`src/rtl/ret_intr_sequencer_if.sv`:
```
// Bus between the return/interrupt sequencer and the core that drives it.
// The core side raises the requests and takes the stack, PC and bubble
// strobes. The sequencer side does the reverse.
interface ret_intr_sequencer_if #(
  parameter int SEG_W = 2
);
  logic             ret;
  logic             rti;
  logic             intr;
  logic             pop_en;
  logic [SEG_W-1:0] pop_segment;
  logic             write_pc;
  logic             restore_flags;
  logic             nop;
  logic             out_intr;
  logic             busy;

  // Core side: issues requests and consumes the strobes.
  modport master (
    output ret, rti, intr,
    input  pop_en, pop_segment, write_pc, restore_flags, nop, out_intr, busy
  );

  // Sequencer side: samples requests and produces the strobes.
  modport slave (
    input  ret, rti, intr,
    output pop_en, pop_segment, write_pc, restore_flags, nop, out_intr, busy
  );
endinterface

```
`src/rtl/ret_intr_sequencer.sv`:
```
// Return / return-from-interrupt sequencer.
// After a return is accepted, the block waits for a flush window. It then
// pops the PC words from the stack, one per cycle. An rti also pops one extra
// word holding the flags. The block then commits the PC (and the flags for an
// rti). An interrupt that arrives while a return is in flight is held as one
// pending flag. It fires after a short bubble once the write-back is done.
// All outputs are decoded from registered state only.
module ret_intr_sequencer #(
  parameter int POP_WORDS     = 2,
  parameter int FLUSH_CYCLES  = 1,
  parameter int BUBBLE_CYCLES = 1,
  parameter int SEG_W         = 2
) (
  input  logic                 clk,
  input  logic                 rst,
  ret_intr_sequencer_if.slave  bus
);

  typedef enum logic [2:0] {
    S_IDLE,
    S_FLUSH,
    S_POP,
    S_WB,
    S_BUBBLE,
    S_FIRE
  } state_t;

  typedef enum logic {
    MODE_RET,
    MODE_RTI
  } mode_t;

  // Last pop index. A plain return stops before the flags word, and an rti
  // includes the flags word.
  localparam logic [SEG_W-1:0] LAST_RET    = SEG_W'(POP_WORDS - 1);
  localparam logic [SEG_W-1:0] LAST_RTI    = SEG_W'(POP_WORDS);
  localparam logic [2:0]       FLUSH_LAST  = 3'(FLUSH_CYCLES - 1);
  localparam logic [2:0]       BUBBLE_LAST = 3'(BUBBLE_CYCLES - 1);

  state_t           state_q, state_d;
  mode_t            mode_q, mode_d;
  logic             pending_q, pending_d;
  logic [SEG_W-1:0] idx_q, idx_d;
  logic [2:0]       wait_q, wait_d;

  logic [SEG_W-1:0] last_idx;
  assign last_idx = (mode_q == MODE_RTI) ? LAST_RTI : LAST_RET;

  // State register. Reset drops the block back to IDLE from anywhere.
  // NOTE: sequential state is updated with non-blocking assignments only, so
  // every register samples the values from before the edge and no ordering
  // hazard exists between always_ff blocks.
  always_ff @(posedge clk or negedge rst) begin
    if (!rst) begin
      state_q   <= S_IDLE;
      mode_q    <= MODE_RET;
      pending_q <= 1'b0;
      idx_q     <= '0;
      wait_q    <= '0;
    end else begin
      state_q   <= state_d;
      mode_q    <= mode_d;
      pending_q <= pending_d;
      idx_q     <= idx_d;
      wait_q    <= wait_d;
    end
  end

  // Next-state logic. It also tracks the sticky pending interrupt.
  // NOTE: every variable gets its hold value before the case statement, so
  // any path that does not assign a variable keeps its old value and no
  // latch is inferred.
  always_comb begin
    state_d   = state_q;
    mode_d    = mode_q;
    pending_d = pending_q;
    idx_d     = idx_q;
    wait_d    = wait_q;

    unique case (state_q)
      S_IDLE: begin
        pending_d = 1'b0;
        if (bus.rti || bus.ret) begin
          // A return wins over a simultaneous interrupt. The interrupt
          // is remembered and fires after the return completes.
          state_d   = S_FLUSH;
          mode_d    = bus.rti ? MODE_RTI : MODE_RET;
          pending_d = bus.intr;
          idx_d     = '0;
          wait_d    = '0;
        end else if (bus.intr) begin
          state_d = S_FIRE;
        end
      end

      S_FLUSH: begin
        pending_d = pending_q | bus.intr;
        if (wait_q == FLUSH_LAST) begin
          state_d = S_POP;
          idx_d   = '0;
          wait_d  = '0;
        end else begin
          wait_d = wait_q + 3'd1;
        end
      end

      S_POP: begin
        pending_d = pending_q | bus.intr;
        if (idx_q == last_idx) begin
          state_d = S_WB;
          idx_d   = '0;
        end else begin
          idx_d = idx_q + SEG_W'(1);
        end
      end

      S_WB: begin
        // An interrupt seen in this last cycle still counts, so it decides
        // the exit together with the stored flag.
        pending_d = pending_q | bus.intr;
        wait_d    = '0;
        state_d   = (pending_q | bus.intr) ? S_BUBBLE : S_IDLE;
      end

      S_BUBBLE: begin
        pending_d = pending_q | bus.intr;
        if (wait_q == BUBBLE_LAST) begin
          state_d = S_FIRE;
          wait_d  = '0;
        end else begin
          wait_d = wait_q + 3'd1;
        end
      end

      S_FIRE: begin
        pending_d = 1'b0;
        state_d   = S_IDLE;
      end

      default: begin
        state_d   = S_IDLE;
        pending_d = 1'b0;
        idx_d     = '0;
        wait_d    = '0;
      end
    endcase
  end

  // Moore output decode. Every strobe is a pure function of the registers.
  always_comb begin
    bus.pop_en        = 1'b0;
    bus.pop_segment   = '0;
    bus.write_pc      = 1'b0;
    bus.restore_flags = 1'b0;
    bus.nop           = 1'b0;
    bus.out_intr      = 1'b0;
    bus.busy          = (state_q != S_IDLE);

    unique case (state_q)
      S_POP: begin
        bus.pop_en      = 1'b1;
        bus.pop_segment = idx_q;
      end
      S_WB: begin
        bus.write_pc      = 1'b1;
        bus.restore_flags = (mode_q == MODE_RTI);
      end
      S_BUBBLE: bus.nop      = 1'b1;
      S_FIRE:   bus.out_intr = 1'b1;
      default: ;
    endcase
  end

endmodule

```
`src/flat_wrapper.sv`:
```
// flat-port wrapper written by rule: the top's interface ports become plain ports
module ret_intr_sequencer_flat 
#(
  parameter int POP_WORDS     = 2,
  parameter int FLUSH_CYCLES  = 1,
  parameter int BUBBLE_CYCLES = 1,
  parameter int SEG_W         = 2
)
  (clk, rst, bus_ret, bus_rti, bus_intr, bus_pop_en, bus_pop_segment, bus_write_pc, bus_restore_flags, bus_nop, bus_out_intr, bus_busy);
  ret_intr_sequencer_if #(.SEG_W(SEG_W)) bus_i ();
  input  logic clk;
  input  logic rst;
  input wire logic [$bits(bus_i.ret)-1:0] bus_ret;
  input wire logic [$bits(bus_i.rti)-1:0] bus_rti;
  input wire logic [$bits(bus_i.intr)-1:0] bus_intr;
  output wire logic [$bits(bus_i.pop_en)-1:0] bus_pop_en;
  output wire logic [$bits(bus_i.pop_segment)-1:0] bus_pop_segment;
  output wire logic [$bits(bus_i.write_pc)-1:0] bus_write_pc;
  output wire logic [$bits(bus_i.restore_flags)-1:0] bus_restore_flags;
  output wire logic [$bits(bus_i.nop)-1:0] bus_nop;
  output wire logic [$bits(bus_i.out_intr)-1:0] bus_out_intr;
  output wire logic [$bits(bus_i.busy)-1:0] bus_busy;
  assign bus_i.ret = bus_ret;
  assign bus_i.rti = bus_rti;
  assign bus_i.intr = bus_intr;
  assign bus_pop_en = bus_i.pop_en;
  assign bus_pop_segment = bus_i.pop_segment;
  assign bus_write_pc = bus_i.write_pc;
  assign bus_restore_flags = bus_i.restore_flags;
  assign bus_nop = bus_i.nop;
  assign bus_out_intr = bus_i.out_intr;
  assign bus_busy = bus_i.busy;
  ret_intr_sequencer #(.POP_WORDS(POP_WORDS), .FLUSH_CYCLES(FLUSH_CYCLES), .BUBBLE_CYCLES(BUBBLE_CYCLES), .SEG_W(SEG_W)) u_core (.clk(clk), .rst(rst), .bus(bus_i));
endmodule
```
`config.mk`:
```
export PLATFORM = sky130hd
export DESIGN_NAME = ret_intr_sequencer_flat
export DESIGN_NICKNAME = d
export VERILOG_FILES = /design/src/rtl/ret_intr_sequencer_if.sv /design/src/rtl/ret_intr_sequencer.sv /design/src/flat_wrapper.sv
export SDC_FILE = /design/constraint.sdc
export NUM_CORES = 1
export LEC_CHECK = 0
export BUFFER_PORTS_ARGS = -buffer_cell sky130_fd_sc_hd__buf_2
export CAP_MARGIN = 15
export CORE_AREA = 2 2 39 41
export DETAILED_ROUTE_END_ITERATION = 7
export DIE_AREA = 0 0 41 43
export PLACE_DENSITY = 0.76
export SLEW_MARGIN = 20
export SYNTH_ARGS = -nofsm -noshare
export SYNTH_HDL_FRONTEND = slang
export SYNTH_SLANG_ARGS = --single-unit
export TNS_END_PERCENT = 30
```
`constraint.sdc`:
```
create_clock -name clk -period 4.3 [get_ports clk]
set_input_delay 0.43 -clock clk [delete_from_list [all_inputs] [get_ports clk]]
set_output_delay 0.43 -clock clk [all_outputs]
set_load 0.05 [all_outputs]
```
== After elaboration in Yosys (flattened, before gate mapping) ==
Index checks and enable logic that the tools add are counted.

* Input bits: 5
* Bits in writable memories: 0
* Bits in latches: 0
* Bits in registers: 10
* Memory bits (read-only): 0
* Logic and storage cells: 57
* Memories: 0
* Output and inout port bits: 8

* Bitwise gates (word level): 3
* $mul: 0
* Shift-type cells: 0
* Add/subtract/negate cells: 2
* Reduce and logical (&&, ||, !) cells: 12
* Magnitude comparators: 0
* Mux-type cells: 24
* Equality and inequality tests: 11
* Divide/modulo/power cells: 0

{| class="wikitable"
|+ Operators by type and width
! kind !! count
|-
| two-way mux 3 bit || 8
|-
| one-hot mux 3 bit (5 select lines) || 1
|-
| two-way mux 2 bit || 5
|-
| one-hot mux 3 bit (3 select lines) || 1
|-
| inequality test 2 x 1 -> 1 bit, second input constant || 4
|-
| one-hot mux 2 bit (4 select lines) || 1
|-
| two-way mux 1 bit || 7
|-
| == test 3 x 2 -> 1 bit, second input constant || 2
|-
| == test 3 bit, second input constant || 2
|-
| logical NOT 3 bit || 2
|-
| AND reduction 2 bit || 2
|-
| AND reduction 4 bit || 1
|-
| OR reduction 2 bit || 2
|-
| OR reduction 4 bit || 1
|-
| adder 3 x 1 -> 3 bit, second input constant || 1
|-
| == test 3 x 1 -> 1 bit, second input constant || 1
|-
| inequality test 3 x 2 -> 1 bit, second input constant || 1
|-
| AND reduction 3 bit || 1
|-
| nonzero test 3 bit || 1
|-
| OR reduction 3 bit || 1
|-
| adder 2 x 1 -> 2 bit, second input constant || 1
|-
| == test 2 bit || 1
|-
| NOT 1 bit || 2
|-
| one-hot mux 1 bit (2 select lines) || 1
|-
| 2 further kinds || 2
|}

== Longest topological paths before layout ==
Gate-level depths: netlist of run 1.

* Word-level depth: 4
* Depth in mapped cells: 6
* Gate-level depth less buffers: 6

== Worst setup path after synthesis of run 1 ==
No wires, ideal clock.

* Kind: reg-to-output
* Start point: register u_core.state_q[1]
* End point: output bus_out_intr
* Required time: 3,870 ps
* Stages on the path, launching flop included: 4
* Path buffers: 2
* Path slack: 2,522 ps
* Arrival: 1,348 ps
* Cell sequence: dfrtp_1 > buf_6 > clkbuf_1 > nor2_1

* Cells in the longest elaborated chain, start to end: 2

{| class="wikitable"
|+ RTL lines
! element !! RTL line !! RTL
|-
| from (decl) || ret_intr_sequencer.sv:40 || <nowiki>state_t state_q, state_d;</nowiki>
|-
| from (signal assigned) || ret_intr_sequencer.sv:61 || <nowiki>state_q <= state_d;</nowiki>
|-
| == test 3 bit || ret_intr_sequencer.sv:159 || <nowiki>unique case (state_q)</nowiki>
|-
| two-way mux 1 bit || ret_intr_sequencer.sv:159 ||
|-
| to (decl) || flat_wrapper.sv:21 || <nowiki>output wire logic [$bits(bus_i.out_intr)-1:0] bus_out_intr;</nowiki>
|}

Every way passes these cells.

== Worst setup path in the final report of run 1 ==
* Start point: register u_core.state_q[1]
* End point: output bus_pop_en

* Cells in the longest elaborated chain, start to end: 2

{| class="wikitable"
|+ RTL lines
! element !! RTL line !! RTL
|-
| == test 3 x 2 -> 1 bit || ret_intr_sequencer.sv:159 ||
|-
| two-way mux 1 bit || ret_intr_sequencer.sv:159 ||
|-
| to (decl) || flat_wrapper.sv:16 || <nowiki>output wire logic [$bits(bus_i.pop_en)-1:0] bus_pop_en;</nowiki>
|}

Every way passes these cells.

==> results of run 1 <==
==> report_power, final <==
part | internal (mW) | switching (mW)
sequential | 0.120 | 0.0696
clock | 0.0516 | 0.0378
combinational | 0.0966 | 0.166
total | 0.269 | 0.273
==> per-stage QoR <==
step / hold WS (ns) / worst slack [ns] / power [mW]
CTS: 0.0105 / 2.11 / 0.541
global placement: 0.306 / 2.44 / 0.447
global route: 0.0107 / 2.00 / 0.582
floorplan: 0.134 / 2.52 / 0.412
finish: -0.00299 / 2.09 / 0.542
detailed placement: 0.311 / 2.41 / 0.453
==> synth_stat cells, drive strengths merged, types with 2 or more instances <==
master  number
nor4         2
o21ai        5
dfrtp       10
mux2         2
buf          3
inv          4
nor2         5
a211oi       3
a22o         2
a21oi        4
nand2        5
ha           2
or3b         2
o31ai        2
and3         3
nand2b       2
nor3         6
==> area by class of cell <==
class / instances / area share (%)
Multi-Input combinational cell: 58 / 52.5
Sequential cell: 10 / 31.2
Timing Repair Buffer: 12 / 7.48
Clock buffer: 4 / 4.52
Tap cell: 16 / 2.49
Inverter: 4 / 1.87
==> flip-flops by register name, indices dropped and copies added, names as in the netlist <==
| register | flops |
|---|---|
| u_core.state_q | 3 |
| u_core.pending_q | 1 |
| u_core.wait_q | 3 |
| u_core.idx_q | 2 |
| u_core.mode_q | 1 |
==> critical path: stages (launching register included) <==
cell,delay [ns]
dfrtp_1,0.71
or3b_4,0.47
inv_1,0.06
buf_2,0.25
==> worst paths after layout <==
kind	slack (ns)	to	startpoint
min in group clk	0.47	u_core.pending_q	bus_intr
max in group asynchronous	4.10	u_core.state_q[2]	rst
worst min-delay path	-0.003	u_core.wait_q[1]	rst
worst max register to register	2.50	u_core.state_q[0]	u_core.state_q[1]
worst max-delay path	2.09	bus_pop_en	u_core.state_q[1]
worst min register to register	0.51	u_core.wait_q[2]	u_core.wait_q[2]
==> per-layer routing <==
layer	routed length (um)	share of wire, %
met5	0	0
met4	26	1.8
met3	61	4.2
met2	702	48
met1	669	46
==> cell families (layout without fill, tap and decap cells) <==
logic type | after synthesis | in the layout
AND/OR/NAND/NOR | 33 | 33
buffers and inverters | 8 | 20
XOR/XNOR | 1 | 1
multiplexers | 2 | 2
flip-flops | 10 | 10
AO/OA/AOI/OAI | 20 | 20
adder cells (fa/ha/maj) | 2 | 2
==> metrics.cfg, run 1 <==
[run_status]
status = finished, violations left
violations = hold timing

[global_routing]
gr-total-overflow = 0
antenna_found_initial = 0
gr-usage-met3_pct = 7.85
globalRouteMet2Util_pct = 31.9
grt_max_degree = 21
grtUsageTotal_pct = 23.2
first_global_vias = 610
use_met1_pct = 30.8
top_usage_layer = met2
grt_pass1_wl_um = 2680

[synthesis]
synth_top_area_share_pct = 35.0
synth_area_leader_cell = dfrtp_1
syn_area_per_cell_um2 = 9.40
yosys.area_share.simple_pct = 30.8
synth_area_leaders = dfrtp_1 35%, ha_1 3.5%, mux2_2 3.2%, a21oi_1 2.8%, nor3_2 2.8%
synth-compound-area-share_pct = 20.3
ys_ff_latch = 10
syn_nets = 83
muxShareOfSynthArea_pct = 3.15
synth_xor_area_share_pct = 1.23
synth_top_family_by_area = simple AND/OR/NAND/NOR gates
synth_cells = 76
synth_edf_count = 0
synthArstFlopShare_pct = 100
synth_area_um2 = 714
yosysWarnings = 0
yosys.area_share.adder_pct = 3.50
netlist-cell-type-count = 40
synth_flop_cell = dfrtp_1
seq_area_frac_synth_pct = 35.0

[finish]
antenna-diode-count = 0
area_delta_synth_final_pct = 12.4
drive_gt1_share_pct = 31.8
nFillCells = 126
multiInputGateArea_um2 = 422
final_cells = 104
final_common_cell = buf_2
final_cell_area_um2 = 803
final-seq-area_um2 = 250
mostFrequentLayoutCells = 12 x buf_2, 10 x dfrtp_1, 5 x nand2_1, 5 x nor2_1
fin_util_pct = 58.0
fin_nets = 96

[critical_path]
crit_fanout = 20
crit_arrival_ns = 1.78
cp-end-kind = primary output
crit_required_ns = 3.87
cp-start-kind = flop
critPathKind = reg -> out
rr_worst_depth = 4

[sta]
slew-limit-headroom_pct = 61.8
hold_viol = 6
grt_setup_unrepaired = no
timing_worst_slew_pin_value_ns = 0.573
setup_viol = 0
max_freq_mhz = 453
skew_ns = 0.00689
whs_ns = -0.00299
finalCritPeriodShare_pct = 51.3
fin_crit_ns = 2.21
slew_viol_final = 0
timing.setup.tns_ns = 0

[floorplan]
ios = 13
chipWidth_um = 41
die_area_mm2 = 0.00176
rows = 14
die_y_um = 43
core-area_mm2 = 0.00138
start_util_pct = 51.6

[power_and_ir_drop]
ir_drop_mv = 0.377
power_density_mw_per_mm2 = 674
p_leak_nw = 0.380

[cts]
clock-root-buffer = clkbuf_4
cts_buffer_depth = 2
cts_tree = yes
post_cts_buffers = 0
h-tree-depth = 1
clkLatencyLatePin_ns = 0.28
cts_resized = 0
cts_made_buffers = 3
cts.sinks = 10
hold_buffers = 0
clk_pin_slew_ns = 0.07

[route]
num_vias = 603
viasPerCell = 5.80
drt_wl_total_um = 1460
drt-initial-drc-count = 8
final_antenna_net_count = 0
drc = 0
firstDrtPassIters = 4
wire_per_inst_um = 14.0

[run]
maxCapViolations = 0

[placed_design]
dp_hpwl_um = 1080
place.gp.congestion = 0.781
portBuffers = 12
dpl_cell_area_um2 = 767
post-place-cells = 100

[min_path]
hp-class = in -> async

(Power assumes the default switching activity.)
==> inputs of run 2 (changes only) <==
--- a/config.mk
+++ b/config.mk
@@ -7,10 +7,9 @@
 export LEC_CHECK = 0
 export BUFFER_PORTS_ARGS = -buffer_cell sky130_fd_sc_hd__buf_2
 export CAP_MARGIN = 15
-export CORE_AREA = 2 2 39 41
+export CORE_UTILIZATION = 52
 export DETAILED_ROUTE_END_ITERATION = 7
-export DIE_AREA = 0 0 41 43
-export PLACE_DENSITY = 0.76
+export PLACE_DENSITY = 0.74
 export SLEW_MARGIN = 20
 export SYNTH_ARGS = -nofsm -noshare
 export SYNTH_HDL_FRONTEND = slang
==> constraint.sdc (replaced) <==
create_clock -name clk -period 2.1 [get_ports clk]
set_input_delay 0.21 -clock clk [delete_from_list [all_inputs] [get_ports clk]]
set_output_delay 0.21 -clock clk [all_outputs]
set_load 0.05 [all_outputs]
==> metrics.cfg, run 2 (synthesis results as in run 1) <==
[run_status]
status = finished, final reports clean

[sta]
max_freq_mhz = 541
slew_viol_final = 0
hold_viol = 0
timing.setup.tns_ns = 0
finalCritPeriodShare_pct = 88.0
skew_ns = 0.0103
timing_worst_slew_pin_value_ns = 0.443
grt_setup_unrepaired = no
slew-limit-headroom_pct = 70.5
setup_viol = 0
fin_crit_ns = 1.85

[critical_path]
cp_slowest_stage_delay_ns = 0.54
cp-end-kind = primary output
crit_arrival_ns = 1.64
crit_required_ns = 1.89
r2r_slack_ns = 0.45
crit_family = simple AND/OR/NAND/NOR gates
crit_chain = nor2_1, and3_1, buf_2
crit_fanout = 13
critPathKind = reg -> out
critPathSlowestCell = dfrtp_1
cp-start-kind = flop
critPathBufInv = 1

[finish]
nFillCells = 103
final_common_cell = buf_2
drive_gt1_share_pct = 31.5
area_delta_synth_final_pct = 12.6
mostFrequentLayoutCells = 12 x buf_2, 10 x dfrtp_1, 5 x nand2_1, 5 x nor2_1
final_cells = 103
antenna-diode-count = 0
final_cell_area_um2 = 805
reg_top3 = u_core.state_q (3), u_core.wait_q (3), u_core.idx_q (2)
fin_nets = 98

[floorplan]
die_y_um = 39.1
start_util_pct = 60.2
rows = 12
chipWidth_um = 39.1
die_area_mm2 = 0.00153
ios = 13
core-area_mm2 = 0.00119

[placed_design]
dp_hpwl_um = 1100
dpl_cell_area_um2 = 772
post-place-cells = 99
place.gp.congestion = 0.807
portBuffers = 12

[route]
num_vias = 629
drc = 0
firstDrtPassIters = 4
final_antenna_net_count = 0
wire_per_inst_um = 14.7
drt-initial-drc-count = 8
drt_wl_total_um = 1510
viasPerCell = 6.11

[cts]
cts_buffer_depth = 2
h-tree-depth = 1
cts_made_buffers = 3
cts_resized = 0
cts.sinks = 10
cts_tree = yes
clk_pin_slew_ns = 0.07
clock-root-buffer = clkbuf_4
clkLatencyLatePin_ns = 0.28

[global_routing]
grtUsageTotal_pct = 25.7
grt_max_degree = 15
top_usage_layer = met2
globalRouteMet2Util_pct = 39.2
antenna_found_initial = 0
gr-usage-met3_pct = 5.20
gr-total-overflow = 0
use_met1_pct = 32.1
first_global_vias = 592
grt_pass1_wl_um = 2570

[power_and_ir_drop]
ir_drop_mv = 0.865
p_leak_nw = 0.382
power_density_mw_per_mm2 = 1360

[min_path]
hp-class = in -> reg

[run]
maxCapViolations = 0

==> run 2: cell types whose count changed in the layout (fill, tap and decap cells not counted) <==
cell           previous run  this run
clkbuf_8                  1         0
buf_4                     0         1
dlygate4sd3_1             0         1
==> run 2: repair_timing <==
action,in CTS,in global routing
buffers inserted,0,0
hold buffers,1,0
endpoints found under the hold margin,10,0
setup endpoints to repair,0,0
==> run 2: stage by stage <==
step,power (mW),worst slack (ns),hold slack [ns],util (%)
after floorplan,0.843,0.343,-0.0856,-
after global placement,0.932,0.451,0.0875,65.1
after detailed placement,0.949,0.474,0.0890,65.1
after CTS,1.09,0.267,0.255,67.8
after global routing,1.15,0.206,0.267,67.8
final,1.09,0.251,0.250,67.8
==> run 2: worst reg2reg max path: cells and delay by family (launching register included) <==
kind                     cells  cell delay (ns)
adder cells (fa/ha/maj)      1             0.16
buffers and inverters        1             0.09
flip-flops                   1             0.38
AND/OR/NAND/NOR              3             0.81
AO/OA/AOI/OAI                1             0.13
==> run 2: power breakdown <==
| group | total, mW | internal (mW) | switching (mW) |
|---|---|---|---|
| registers | 0.362 | 0.247 | 0.115 |
| clock network | 0.141 | 0.0666 | 0.0748 |
| logic | 0.591 | 0.211 | 0.381 |
| total | 1.09 | 0.524 | 0.571 |
==> run 2: final timing paths <==
kind                              startpoint            endpoint  cells after the start
max                        u_core.state_q[0]  bus_pop_segment[0]                      3
min                                 bus_intr    u_core.pending_q                      3
max reg2reg                 u_core.wait_q[0]   u_core.state_q[1]                      6
min reg2reg                 u_core.wait_q[2]    u_core.wait_q[2]                      1
max in group asynchronous                rst   u_core.state_q[1]                      2
min in group asynchronous                rst     u_core.idx_q[1]                      2
==> run 2: final cells by class <==
type                       count  area, um2  area share, %
sequential                    10        250           31.1
multi-input combinational     58        422           52.4
timing repair buffer          14       77.6           9.64
inverter                       4       15.0           1.87
tap                           14       17.5           2.18
clock buffer                   3       22.5           2.80
==> run 2: per-layer routing <==
layer	wire length [um]	share of wire, %	up-vias
met4	38	2.5	0
met1	718	48	300
met3	61	4.0	5
li1	-	-	305
met5	0	0	-
met2	691	46	19
